### config.mk
export PLATFORM = sky130hd
export DESIGN_NAME = cordic_rotate
export DESIGN_NICKNAME = d
export VERILOG_FILES = /design/src/rtl/cordic_pkg.sv /design/src/rtl/cordic_atan_lut.sv /design/src/rtl/cordic_rotate.sv
export SDC_FILE = /design/constraint.sdc
export NUM_CORES = 1
export LEC_CHECK = 0
export ABC_AREA = 1
export CORE_MARGIN = 1
export CORE_UTILIZATION = 57
export CTS_CLUSTER_DIAMETER = 200
export DETAILED_ROUTE_END_ITERATION = 7
export GPL_ROUTABILITY_DRIVEN = 0
export HOLD_SLACK_MARGIN = 0.05
export PLACE_DENSITY = 0.79
export REMOVE_ABC_BUFFERS = 1
export SYNTH_ARGS = -nofsm -noshare
export SYNTH_HDL_FRONTEND = slang
export SYNTH_SLANG_ARGS = --single-unit
### constraint.sdc
create_clock -name clk -period 3.6 [get_ports clk]
set_input_delay 0.36 -clock clk [delete_from_list [all_inputs] [get_ports clk]]
set_output_delay 0.36 -clock clk [all_outputs]
set_load 0.005 [all_outputs]
### src/rtl/cordic_pkg.sv
// cordic_pkg
//   Shared definitions for the rotation-mode CORDIC engine and its
//   arctangent ROM: datapath widths, gain pre-compensation constant,
//   FSM state type and the fixed-point to output conversion helper.
//
//   Build option: CORDIC_ROUND_EN
//     defined   -> output conversion rounds half up (adds half an LSB
//                  before dropping the fraction bits)
//     undefined -> output conversion truncates toward minus infinity
//   Saturation to [-127, +127] applies in both builds.
package cordic_pkg;

  localparam int ANGLE_W   = 10;  // integer degrees, 0..359 legal
  localparam int MAG_W     = 7;   // unsigned magnitude
  localparam int Z_W       = 16;  // residual angle, signed degrees Q9.6
  localparam int Z_FRAC    = 6;
  localparam int XY_W      = 14;  // x/y accumulators, signed Q9.4
  localparam int XY_FRAC   = 4;
  localparam int OUT_W     = 8;   // signed integer outputs
  localparam int CNT_W     = 4;   // micro-rotation index
  localparam int GAIN_COMP = 155; // 155/256 ~= 1/1.6468 (CORDIC gain)

  typedef enum logic [1:0] {
    ST_IDLE,
    ST_INIT,
    ST_ITER,
    ST_DONE
  } state_t;

  // Q9.4 accumulator -> signed integer, clamped symmetric so -128 never
  // appears on the output.
  function automatic logic signed [OUT_W-1:0] xy_to_out(
    input logic signed [XY_W-1:0] v
  );
    logic signed [XY_W:0] ext;
    logic signed [XY_W:0] ext_sh;
    ext = {v[XY_W-1], v};
`ifdef CORDIC_ROUND_EN
    ext = ext + (XY_W+1)'(signed'(1 <<< (XY_FRAC - 1)));
`else
    ext = ext;
`endif
    ext_sh = ext >>> XY_FRAC;
    if (ext_sh > (XY_W+1)'(signed'(127))) begin
      return OUT_W'(signed'(127));
    end else if (ext_sh < (XY_W+1)'(signed'(-127))) begin
      return OUT_W'(signed'(-127));
    end else begin
      return ext_sh[OUT_W-1:0];
    end
  endfunction

endpackage

### src/rtl/cordic_atan_lut.sv
// cordic_atan_lut
//   Combinational arctangent ROM shared by the rotation and vectoring
//   CORDIC engines. Entry i holds atan(2^-i) in degrees, Q9.6, rounded
//   to nearest.
//
//   Ports:
//     idx   in  4   micro-rotation index
//     atan  out 16  atan(2^-idx), unsigned degrees Q9.6
module cordic_atan_lut
  import cordic_pkg::*;
(
  input  logic [CNT_W-1:0] idx,
  output logic [Z_W-1:0]   atan
);

  always_comb begin
    atan = '0;
    case (idx)
      4'd0:    atan = 16'd2880;
      4'd1:    atan = 16'd1700;
      4'd2:    atan = 16'd898;
      4'd3:    atan = 16'd456;
      4'd4:    atan = 16'd229;
      4'd5:    atan = 16'd115;
      4'd6:    atan = 16'd57;
      4'd7:    atan = 16'd29;
      4'd8:    atan = 16'd14;
      4'd9:    atan = 16'd7;
      4'd10:   atan = 16'd4;
      4'd11:   atan = 16'd2;
      4'd12:   atan = 16'd1;
      default: atan = 16'd0;  // below Q9.6 resolution from here on
    endcase
  end

endmodule

### src/rtl/cordic_rotate.sv
// cordic_rotate
//   Rotation-mode CORDIC: converts (magnitude, integer-degree angle) into
//   (r*cos, r*sin), one micro-rotation per clock. Latency from the start
//   sampling edge to result_vld is ITERATIONS+2 cycles.
//
//   Build option: CORDIC_ROUND_EN (see cordic_pkg) selects round-half-up
//   instead of truncation on the outputs.
//
//   Parameters:
//     ITERATIONS  number of micro-rotations, 4..16
//   Ports:
//     clk         in   1   clock
//     rst_n       in   1   asynchronous active-low reset
//     start       in   1   request, sampled only while idle
//     angle_in    in   10  unsigned degrees, 0..359 legal
//     mag_in      in   7   unsigned magnitude
//     busy        out  1   request in flight
//     result_vld  out  1   one-cycle pulse, x_out/y_out updated
//     x_out       out  8   signed r*cos(theta), held until next result
//     y_out       out  8   signed r*sin(theta), held until next result
//     err         out  1   one-cycle pulse for a start with angle >= 360
//
//   state | meaning
//   IDLE  | waiting for start; operands captured on a legal request
//   INIT  | gain pre-compensation and quadrant fold into +/-90 degrees
//   ITER  | one micro-rotation per cycle, index 0..ITERATIONS-1
//   DONE  | convert/saturate accumulators into the output registers
module cordic_rotate
  import cordic_pkg::*;
#(
  parameter int ITERATIONS = 12
) (
  input  logic                     clk,
  input  logic                     rst_n,
  input  logic                     start,
  input  logic [ANGLE_W-1:0]       angle_in,
  input  logic [MAG_W-1:0]         mag_in,
  output logic                     busy,
  output logic                     result_vld,
  output logic signed [OUT_W-1:0]  x_out,
  output logic signed [OUT_W-1:0]  y_out,
  output logic                     err
);

  state_t state, state_next;

  logic [ANGLE_W-1:0]     angle_q;
  logic [MAG_W-1:0]       mag_q;
  logic signed [XY_W-1:0] x, y;
  logic signed [Z_W-1:0]  z;
  logic [CNT_W-1:0]       iter;

  logic                   angle_ok;
  logic                   last_iter;
  logic [14:0]            gain_prod;
  logic signed [XY_W-1:0] x_mag;
  logic signed [XY_W-1:0] x0;
  logic signed [Z_W-1:0]  z_deg;
  logic signed [Z_W-1:0]  z0;
  logic [Z_W-1:0]         atan;
  logic signed [XY_W-1:0] x_sh, y_sh;
  logic signed [XY_W-1:0] x_nxt, y_nxt;
  logic signed [Z_W-1:0]  z_nxt;

  assign angle_ok  = (angle_in < ANGLE_W'(360));
  assign last_iter = (iter == CNT_W'(ITERATIONS - 1));
  assign busy      = (state != ST_IDLE);

  // FSM state register
  always_ff @(posedge clk or negedge rst_n) begin
    if (!rst_n) begin
      state <= ST_IDLE;
    end else begin
      state <= state_next;
    end
  end

  // FSM next state
  always_comb begin
    state_next = state;
    case (state)
      ST_IDLE: if (start && angle_ok) state_next = ST_INIT;
      ST_INIT: state_next = ST_ITER;
      ST_ITER: if (last_iter) state_next = ST_DONE;
      ST_DONE: state_next = ST_IDLE;
      default: state_next = ST_IDLE;
    endcase
  end

  // Initial vector: magnitude pre-scaled by 1/K so the rotation gain
  // cancels; angles outside +/-90 are folded by negating x and
  // offsetting z by 180 (or wrapping by 360 in the fourth quadrant).
  always_comb begin
    gain_prod = 15'(mag_q) * 15'(GAIN_COMP);
    x_mag     = XY_W'(gain_prod >> (8 - XY_FRAC));
    x0        = x_mag;
    z_deg     = Z_W'(angle_q);
    if (angle_q < ANGLE_W'(90)) begin
      x0    = x_mag;
      z_deg = Z_W'(angle_q);
    end else if (angle_q < ANGLE_W'(270)) begin
      x0    = -x_mag;
      z_deg = Z_W'(angle_q) - Z_W'(180);
    end else begin
      x0    = x_mag;
      z_deg = Z_W'(angle_q) - Z_W'(360);
    end
    z0 = z_deg <<< Z_FRAC;
  end

  cordic_atan_lut u_atan_lut (
    .idx  (iter),
    .atan (atan)
  );

  // One micro-rotation, direction chosen to drive z toward zero.
  always_comb begin
    x_sh = x >>> iter;
    y_sh = y >>> iter;
    if (!z[Z_W-1]) begin
      x_nxt = x - y_sh;
      y_nxt = y + x_sh;
      z_nxt = z - $signed(atan);
    end else begin
      x_nxt = x + y_sh;
      y_nxt = y - x_sh;
      z_nxt = z + $signed(atan);
    end
  end

  // Datapath and output registers
  always_ff @(posedge clk or negedge rst_n) begin
    if (!rst_n) begin
      angle_q    <= '0;
      mag_q      <= '0;
      x          <= '0;
      y          <= '0;
      z          <= '0;
      iter       <= '0;
      result_vld <= 1'b0;
      err        <= 1'b0;
      x_out      <= '0;
      y_out      <= '0;
    end else begin
      result_vld <= 1'b0;
      err        <= 1'b0;
      case (state)
        ST_IDLE: begin
          if (start) begin
            if (angle_ok) begin
              angle_q <= angle_in;
              mag_q   <= mag_in;
            end else begin
              err <= 1'b1;
            end
          end
        end
        ST_INIT: begin
          x    <= x0;
          y    <= '0;
          z    <= z0;
          iter <= '0;
        end
        ST_ITER: begin
          x    <= x_nxt;
          y    <= y_nxt;
          z    <= z_nxt;
          iter <= iter + CNT_W'(1);
        end
        ST_DONE: begin
          x_out      <= xy_to_out(x);
          y_out      <= xy_to_out(y);
          result_vld <= 1'b1;
          iter       <= '0;
        end
        default: ;
      endcase
    end
  end

endmodule

==> results of run 1 <==
[cell usage after synthesis (3+ instances only)]
| cell | count |
|---|---|
| nand2_1 | 478 |
| a31oi_1 | 17 |
| o21bai_1 | 4 |
| buf_2 | 9 |
| buf_6 | 8 |
| clkinv_1 | 4 |
| nand4_1 | 18 |
| o22ai_1 | 8 |
| nand3b_1 | 5 |
| dfrtp_1 | 85 |
| nor2_1 | 94 |
| a22o_1 | 3 |
| o21ai_0 | 96 |
| xor2_1 | 36 |
| xnor2_1 | 16 |
| nor2_2 | 5 |
| nor3_1 | 9 |
| nor4_1 | 3 |
| fa_1 | 12 |
| inv_1 | 144 |
| clkbuf_1 | 17 |
| nand3_2 | 4 |
| nand3_1 | 125 |
| ha_1 | 96 |
| a21oi_1 | 75 |
| inv_2 | 6 |
| o211ai_1 | 6 |
| a22oi_1 | 4 |
| o21ai_1 | 5 |
| buf_4 | 4 |
[worst paths after layout]
path                                        end  slack (ns)  cells after the start
min                        x_out[3]$_DFFE_PN0P_        0.09                      1
max reg2reg                    x[4]$_DFFE_PN0P_       -0.46                     17
min in group clk           x_out[1]$_DFFE_PN0P_        0.48                      2
max                            x[4]$_DFFE_PN0P_       -0.46                     17
min reg2reg                x_out[1]$_DFFE_PN0P_        0.48                      2
max in group asynchronous      y[7]$_DFFE_PN0P_        2.67                      2
[cell type report]
class                      count  area (um^2)  area share (%)
multi-input combinational   1148         7153           60.07
sequential                    85         2135           17.93
timing repair buffer         161         1406           11.81
inverter                     155        591.8           4.970
clock buffer                  13        280.3           2.354
tap                          216        270.3           2.270
clock inverter                 3        65.06          0.5464
timing repair inverter         1        6.256         0.05254
[cell families after synthesis]
group                    synth area share, %
buffers and inverters                  8.758
AO/OA/AOI/OAI                          14.38
adder cells (fa/ha/maj)                15.45
AND/OR/NAND/NOR                        33.62
flip-flops                             22.80
XOR/XNOR                               4.882
multiplexers                          0.1073
[per-layer routing]
metal  vias to the layer above  routed length [um]
met5                         -                   0
met3                        83                1679
li1                       4973                   -
met4                         0                 833
met1                      4807               11670
met2                       463               13920
[per-stage QoR]
| step | area [um^2] | TNS, ns | utilization, % |
|---|---|---|---|
| finish | 11910 | -3.105 | 74.69 |
| global route | 11910 | -5.506 | 74.69 |
| detailed placement | 10480 | -3.472 | 65.74 |
| CTS | 11100 | -1.278 | 69.63 |
| floorplan | 9096 | -3.446 | - |
| global placement | 10480 | -2.563 | 65.74 |
[sequential cells by signal, indices dropped and copies added (netlist names)]
register    cells
angle_q        10
err             1
iter            4
mag_q           7
result_vld      1
state           2
x              14
x_out           8
y              14
y_out           8
z              16
[critical path, stage by stage (launching register included)]
cell,delay [ns]
dfrtp_2,0.43
buf_6,0.13
ha_4,0.15
fa_1,0.52
fa_1,0.47
fa_2,0.61
ha_4,0.25
nand2_4,0.12
inv_2,0.05
nand2_2,0.08
nand3_2,0.10
xnor2_2,0.17
buf_4,0.16
buf_4,0.13
buf_4,0.12
nor3_1,0.20
nand3b_1,0.15
a31oi_1,0.08
[what timing repair did]
item | in CTS | in global routing
pin swaps | 27 | 87
cloned | 0 | 2
setup endpoints to repair | 16 | 30
setup buffers | 8 | 21
hold buffers | 0 | 0
hold endpoints to repair | 0 | 0
resized for setup | 49 | 180
==> out/metrics.cfg, run 1 <==
[clocking]
cts_buffers = 9
clk_path_buf_depth = 2
cts_max_level = 3
cts_tree = yes
ctsRootBufferMaster = clkbuf_16
path_clk_slew_ns = 0.07
insertion_delay_ns = 0.36
numClockSinks = 85

[global_routing]
grt_busiest_layer = met2
use_met2_pct = 56.21
grt_max_degree = 64
antenna_found_initial = 0
grt.overflow.total = 0
grt_util_met3_pct = 3.526
grt_usage_pct = 31.85
grt_pass1_wl_um = 42810
grt_util_met1_pct = 40.25
grt_pass1_vias = 9167

[placed_design]
place_ws_ns = -0.3834
dp_cells = 1735
hpwl_um = 18970
portBuffers = 38

[status]
status = finished, violations left
violations = negative setup slack

[logic_synthesis]
avgSynthCellArea_um2 = 6.537
synth_cell_types = 52
synth_edf_count = 0
seq_area_frac_synth_pct = 22.80
synth_top_cells_by_area = dfrtp_1 23%, nand2_1 19%, ha_1 13%
yosys_register_bits = 85
ys_async_sr_fraction_pct = 100.0
post-synth-top-area-cell = dfrtp_1
synth.top_cell.area_share_pct = 22.80
synth-main-ff-cell = dfrtp_1
netlist_area_mm2 = 0.009329
postSynthCellCount = 1427
yosysWarnings = 0

[sta]
slew_viol_final = 0
clock_skew_ns = 0.007650
finalSetupViolations = 10
hold_viol = 0
fin_ws_ns = -0.4568
min_period_ns = 4.057
worstMarginPinSlew_ns = 0.8769
fin_crit_sh_pct = 112.7
max_freq_mhz = 246.5
rsz0062_at_grt = true
whs_ns = 0.09421
relSlewSlack_pct = 41.54

[worst_hold_path]
hold_class = in2async

[worst_setup_path]
crit_arrival_ns = 4.28
cp.required_ns = 3.82
crit_path_start = mag_q[5]$_DFFE_PN0P_
crit_path_start_kind = flip-flop
cp_max_fo = 4
setup.worst_path.class = reg2reg
cp-end-kind = flip-flop
r2r_start = mag_q[5]$_DFFE_PN0P_

[cells_and_area]
fill_cells = 1174
mostFrequentLayoutCell = nand2_1
final_cell_count_no_fill = 1782
n_antenna_cell = 0
drive_above_1_share_pct = 21.39
fin_nets = 1689
area_growth_pct = 27.64
final_cell_mix = 435 x nand2_1, 130 x inv_1, 109 x buf_4

[routing]
drc = 0
wl_per_cell_um = 15.77
drt_wl_total_um = 28100
num_vias = 10326
vias_per_cell = 5.795
ant_nets = 0
drtIter0Drc = 979
first_pass_iters = 8

[floorplanning]
io_pins = 39
core_mm2 = 0.01594
rows = 46
die_area_mm2 = 0.01688
die_width_um = 129.9
start_util_pct = 58.52
fp.dieH_um = 129.9

[flow_run]
maxCapViolCount = 0

Power of run 1 is not shown: default switching activity piles up to over one toggle a cycle in this logic, so the estimate is an artifact.
==> inputs of run 2 (changes only) <==
--- a/config.mk
+++ b/config.mk
@@ -13,6 +13,7 @@
 export GPL_ROUTABILITY_DRIVEN = 0
 export HOLD_SLACK_MARGIN = 0.05
 export PLACE_DENSITY = 0.79
+export RECOVER_POWER = 100
 export REMOVE_ABC_BUFFERS = 1
 export SYNTH_ARGS = -nofsm -noshare
 export SYNTH_HDL_FRONTEND = slang
==> out/metrics.cfg, run 2 (synthesized netlist as in run 1, its figures left out) <==
[routing]
drtIter0Drc = 980  ; was 979
routed.top_layer = met4  ; unchanged
route.met3.wl_um = 1538  ; was 1679 um
vias_per_cell = 5.770  ; was 5.795
num_vias = 10283  ; was 10326
met1_length_um = 11750  ; was 11670 um
wl_met2_um = 13910  ; was 13920 um
first_pass_iters = 6  ; was 8
drc = 0  ; unchanged
wl_per_cell_um = 15.71  ; was 15.77 um
drt_wl_total_um = 28000  ; was 28100 um
ant_nets = 0  ; unchanged

[floorplanning]
fp.dieH_um = 129.9  ; unchanged
die_width_um = 129.9  ; unchanged
die_area_mm2 = 0.01688  ; unchanged
start_util_pct = 58.52  ; unchanged
rows = 46  ; unchanged
core_mm2 = 0.01594  ; unchanged
io_pins = 39  ; unchanged

[worst_setup_path]
crit_arrival_ns = 4.27  ; was 4.28 ns
setup.worst_path.class = reg2reg  ; unchanged
cp_max_fo = 4  ; unchanged
cp.required_ns = 3.82  ; about the same
critPathMaxStageDelay_ns = 0.61  ; about the same
critPathMostFrequentCell = buf_4  ; unchanged
crit_path_start_kind = flip-flop  ; unchanged
cp-end-kind = flip-flop  ; unchanged
cp_cell_sequence = buf_6 > ha_4 > fa_1 > fa_1 > fa_2 > ha_4 > nand2_4 > inv_2 > nand2_2 > nand3_2 > xnor2_2 > buf_4 > buf_4 > buf_4 > nor3_1 > nand3b_1 > a31oi_1  ; unchanged
crit_slowest_cell = fa_2  ; unchanged

[global_routing]
grt_pass1_vias = 9167  ; unchanged
grt.overflow.total = 0  ; unchanged
grt_max_degree = 64  ; unchanged
antenna_found_initial = 0  ; unchanged
grt_pass1_wl_um = 42810  ; unchanged
grt_usage_pct = 31.85  ; unchanged

[sta]
fin_ws_ns = -0.4496  ; was -0.4568 ns
relSlewSlack_pct = -13.53  ; was 41.54%
hold_viol = 0  ; unchanged
finalSetupViolations = 13  ; was 10
rsz0062_at_grt = true  ; unchanged
worstMarginPinSlew_ns = 1.703  ; was 0.8769 ns
clock_skew_ns = 0.006484  ; was 0.007650 ns
fin_crit_sh_pct = 112.5  ; was 112.7%
min_period_ns = 4.050  ; was 4.057 ns
max_freq_mhz = 246.9  ; was 246.5 MHz
slew_viol_final = 64  ; was 0

[cells_and_area]
fin_nets = 1689  ; unchanged
largest_reg_flops = 16  ; unchanged
mostFrequentLayoutCell = nand2_1  ; unchanged
area_growth_pct = 27.12  ; was 27.64%
top_regs = z (16), x (14), y (14)  ; unchanged
fill_cells = 1190  ; was 1174
fin_util_pct = 74.38  ; was 74.69%
drive_above_1_share_pct = 20.63  ; was 21.39%
top_register = z  ; unchanged
final_cell_mix = 436 x nand2_1, 130 x inv_1, 104 x nand3_1, 104 x buf_4, 81 x dfrtp_1  ; was 435 x nand2_1, 130 x inv_1, 109 x buf_4
n_antenna_cell = 0  ; unchanged

[clocking]
insertion_delay_ns = 0.36  ; about the same
hold_buffers = 0  ; unchanged
ctsRootBufferMaster = clkbuf_16  ; unchanged
clk_path_buf_depth = 2  ; unchanged
cts_buffers = 9  ; unchanged
cts_tree = yes  ; unchanged
path_clk_slew_ns = 0.07  ; about the same
numClockSinks = 85  ; unchanged
cts_max_level = 3  ; unchanged

[status]
violations = max-capacitance violations, max-slew violations, negative setup slack  ; was negative setup slack
status = finished, violations left  ; unchanged

[worst_hold_path]
hold_class = in2async  ; unchanged

[flow_run]
maxCapViolCount = 1  ; was 0

[placed_design]
hpwl_um = 18970  ; unchanged
portBuffers = 38  ; unchanged

## run 2: cell count changes in the layout (fill, tap and decap cells not counted), moves of 2 or more
| cell | previous run | this run |
|---|---|---|
| a21oi_1 | 60 | 63 |
| a21oi_2 | 13 | 11 |
| buf_4 | 109 | 104 |
| clkbuf_1 | 0 | 2 |
| clkbuf_2 | 0 | 2 |
| clkdlybuf4s50_1 | 37 | 17 |
| dfrtp_1 | 79 | 81 |
| dfrtp_2 | 6 | 4 |
| dlygate4sd3_1 | 0 | 20 |
| ha_1 | 74 | 76 |
| ha_2 | 8 | 6 |
## run 2: what timing repair did
| item | CTS | global route |
|---|---|---|
| pin swaps | 27 | 87 |
| gates cloned | 0 | 2 |
| endpoints found under the setup margin | 16 | 30 |
| buffers inserted | 8 | 21 |
| gates resized for setup | 49 | 180 |
| endpoints found under the hold margin | 0 | 0 |
## run 2: critical path, delay by kind of cell (launching register included)
family / cells / cell delay [ns]
AO/OA/AOI/OAI: 1 / 0.08
AND/OR/NAND/NOR: 5 / 0.65
buffers and inverters: 5 / 0.59
XOR/XNOR: 1 / 0.17
adder cells (fa/ha/maj): 5 / 2.00
flip-flops: 1 / 0.44
## run 2: path summary, 6_finish.rpt
kind                       cells past startpoint  slack [ns]                  from                   end
max in group asynchronous                      2        1.31                 rst_n      y[7]$_DFFE_PN0P_
hold reg to reg                                2        0.47  x_out[1]$_DFFE_PN0P_  x_out[1]$_DFFE_PN0P_
min in group clk                               2        0.47  x_out[1]$_DFFE_PN0P_  x_out[1]$_DFFE_PN0P_
hold / removal                                 1        0.42                 rst_n  x_out[3]$_DFFE_PN0P_
setup / recovery                              17       -0.45  mag_q[5]$_DFFE_PN0P_      x[4]$_DFFE_PN0P_
setup reg to reg                              17       -0.45  mag_q[5]$_DFFE_PN0P_      x[4]$_DFFE_PN0P_
## run 2: final cells by class
type / count / area (um^2) / share of cell area [%]
multi-input combinational: 1148 / 7119 / 60.03
inverter: 155 / 591.8 / 4.990
tap: 216 / 270.3 / 2.279
timing repair inverter: 1 / 6.256 / 0.05275
sequential: 85 / 2132 / 17.98
clock inverter: 3 / 65.06 / 0.5486
clock buffer: 13 / 280.3 / 2.363
timing repair buffer: 161 / 1394 / 11.75
## run 2: layer usage
metal,vias to the layer above,global-route usage (%)
met2,438,56.21
met5,-,0
met4,0,11.22
met1,4790,40.25
met3,76,3.526
li1,4979,-
## run 2: through the flow
stage               hold WS (ns)  TNS (ns)  cells  setup slack [ns]  instance area, um^2
finish                    0.4195    -3.163   1782           -0.4496                11860
global route              0.4898    -7.978   1782           -0.5384                11860
CTS                       0.1300    -1.278   1759           -0.1814                11100
detailed placement        0.4645    -3.472   1735           -0.3834                10480
global placement          0.4636    -2.563   1735           -0.3217                10480
floorplan                0.06441    -3.446   1388           -0.3143                 9096
Power of run 2 is left out for the same reason.
==> inputs of run 3 (changes only) <==
--- a/config.mk
+++ b/config.mk
@@ -6,6 +6,7 @@
 export NUM_CORES = 1
 export LEC_CHECK = 0
 export ABC_AREA = 1
+export ABC_CLOCK_PERIOD_IN_PS = 3600
 export CORE_MARGIN = 1
 export CORE_UTILIZATION = 57
 export CTS_CLUSTER_DIAMETER = 200
==> results of run 3 <==
Final layout, timing and power as in run 2 (identical DEF).
Power of run 3 is left out for the same reason.
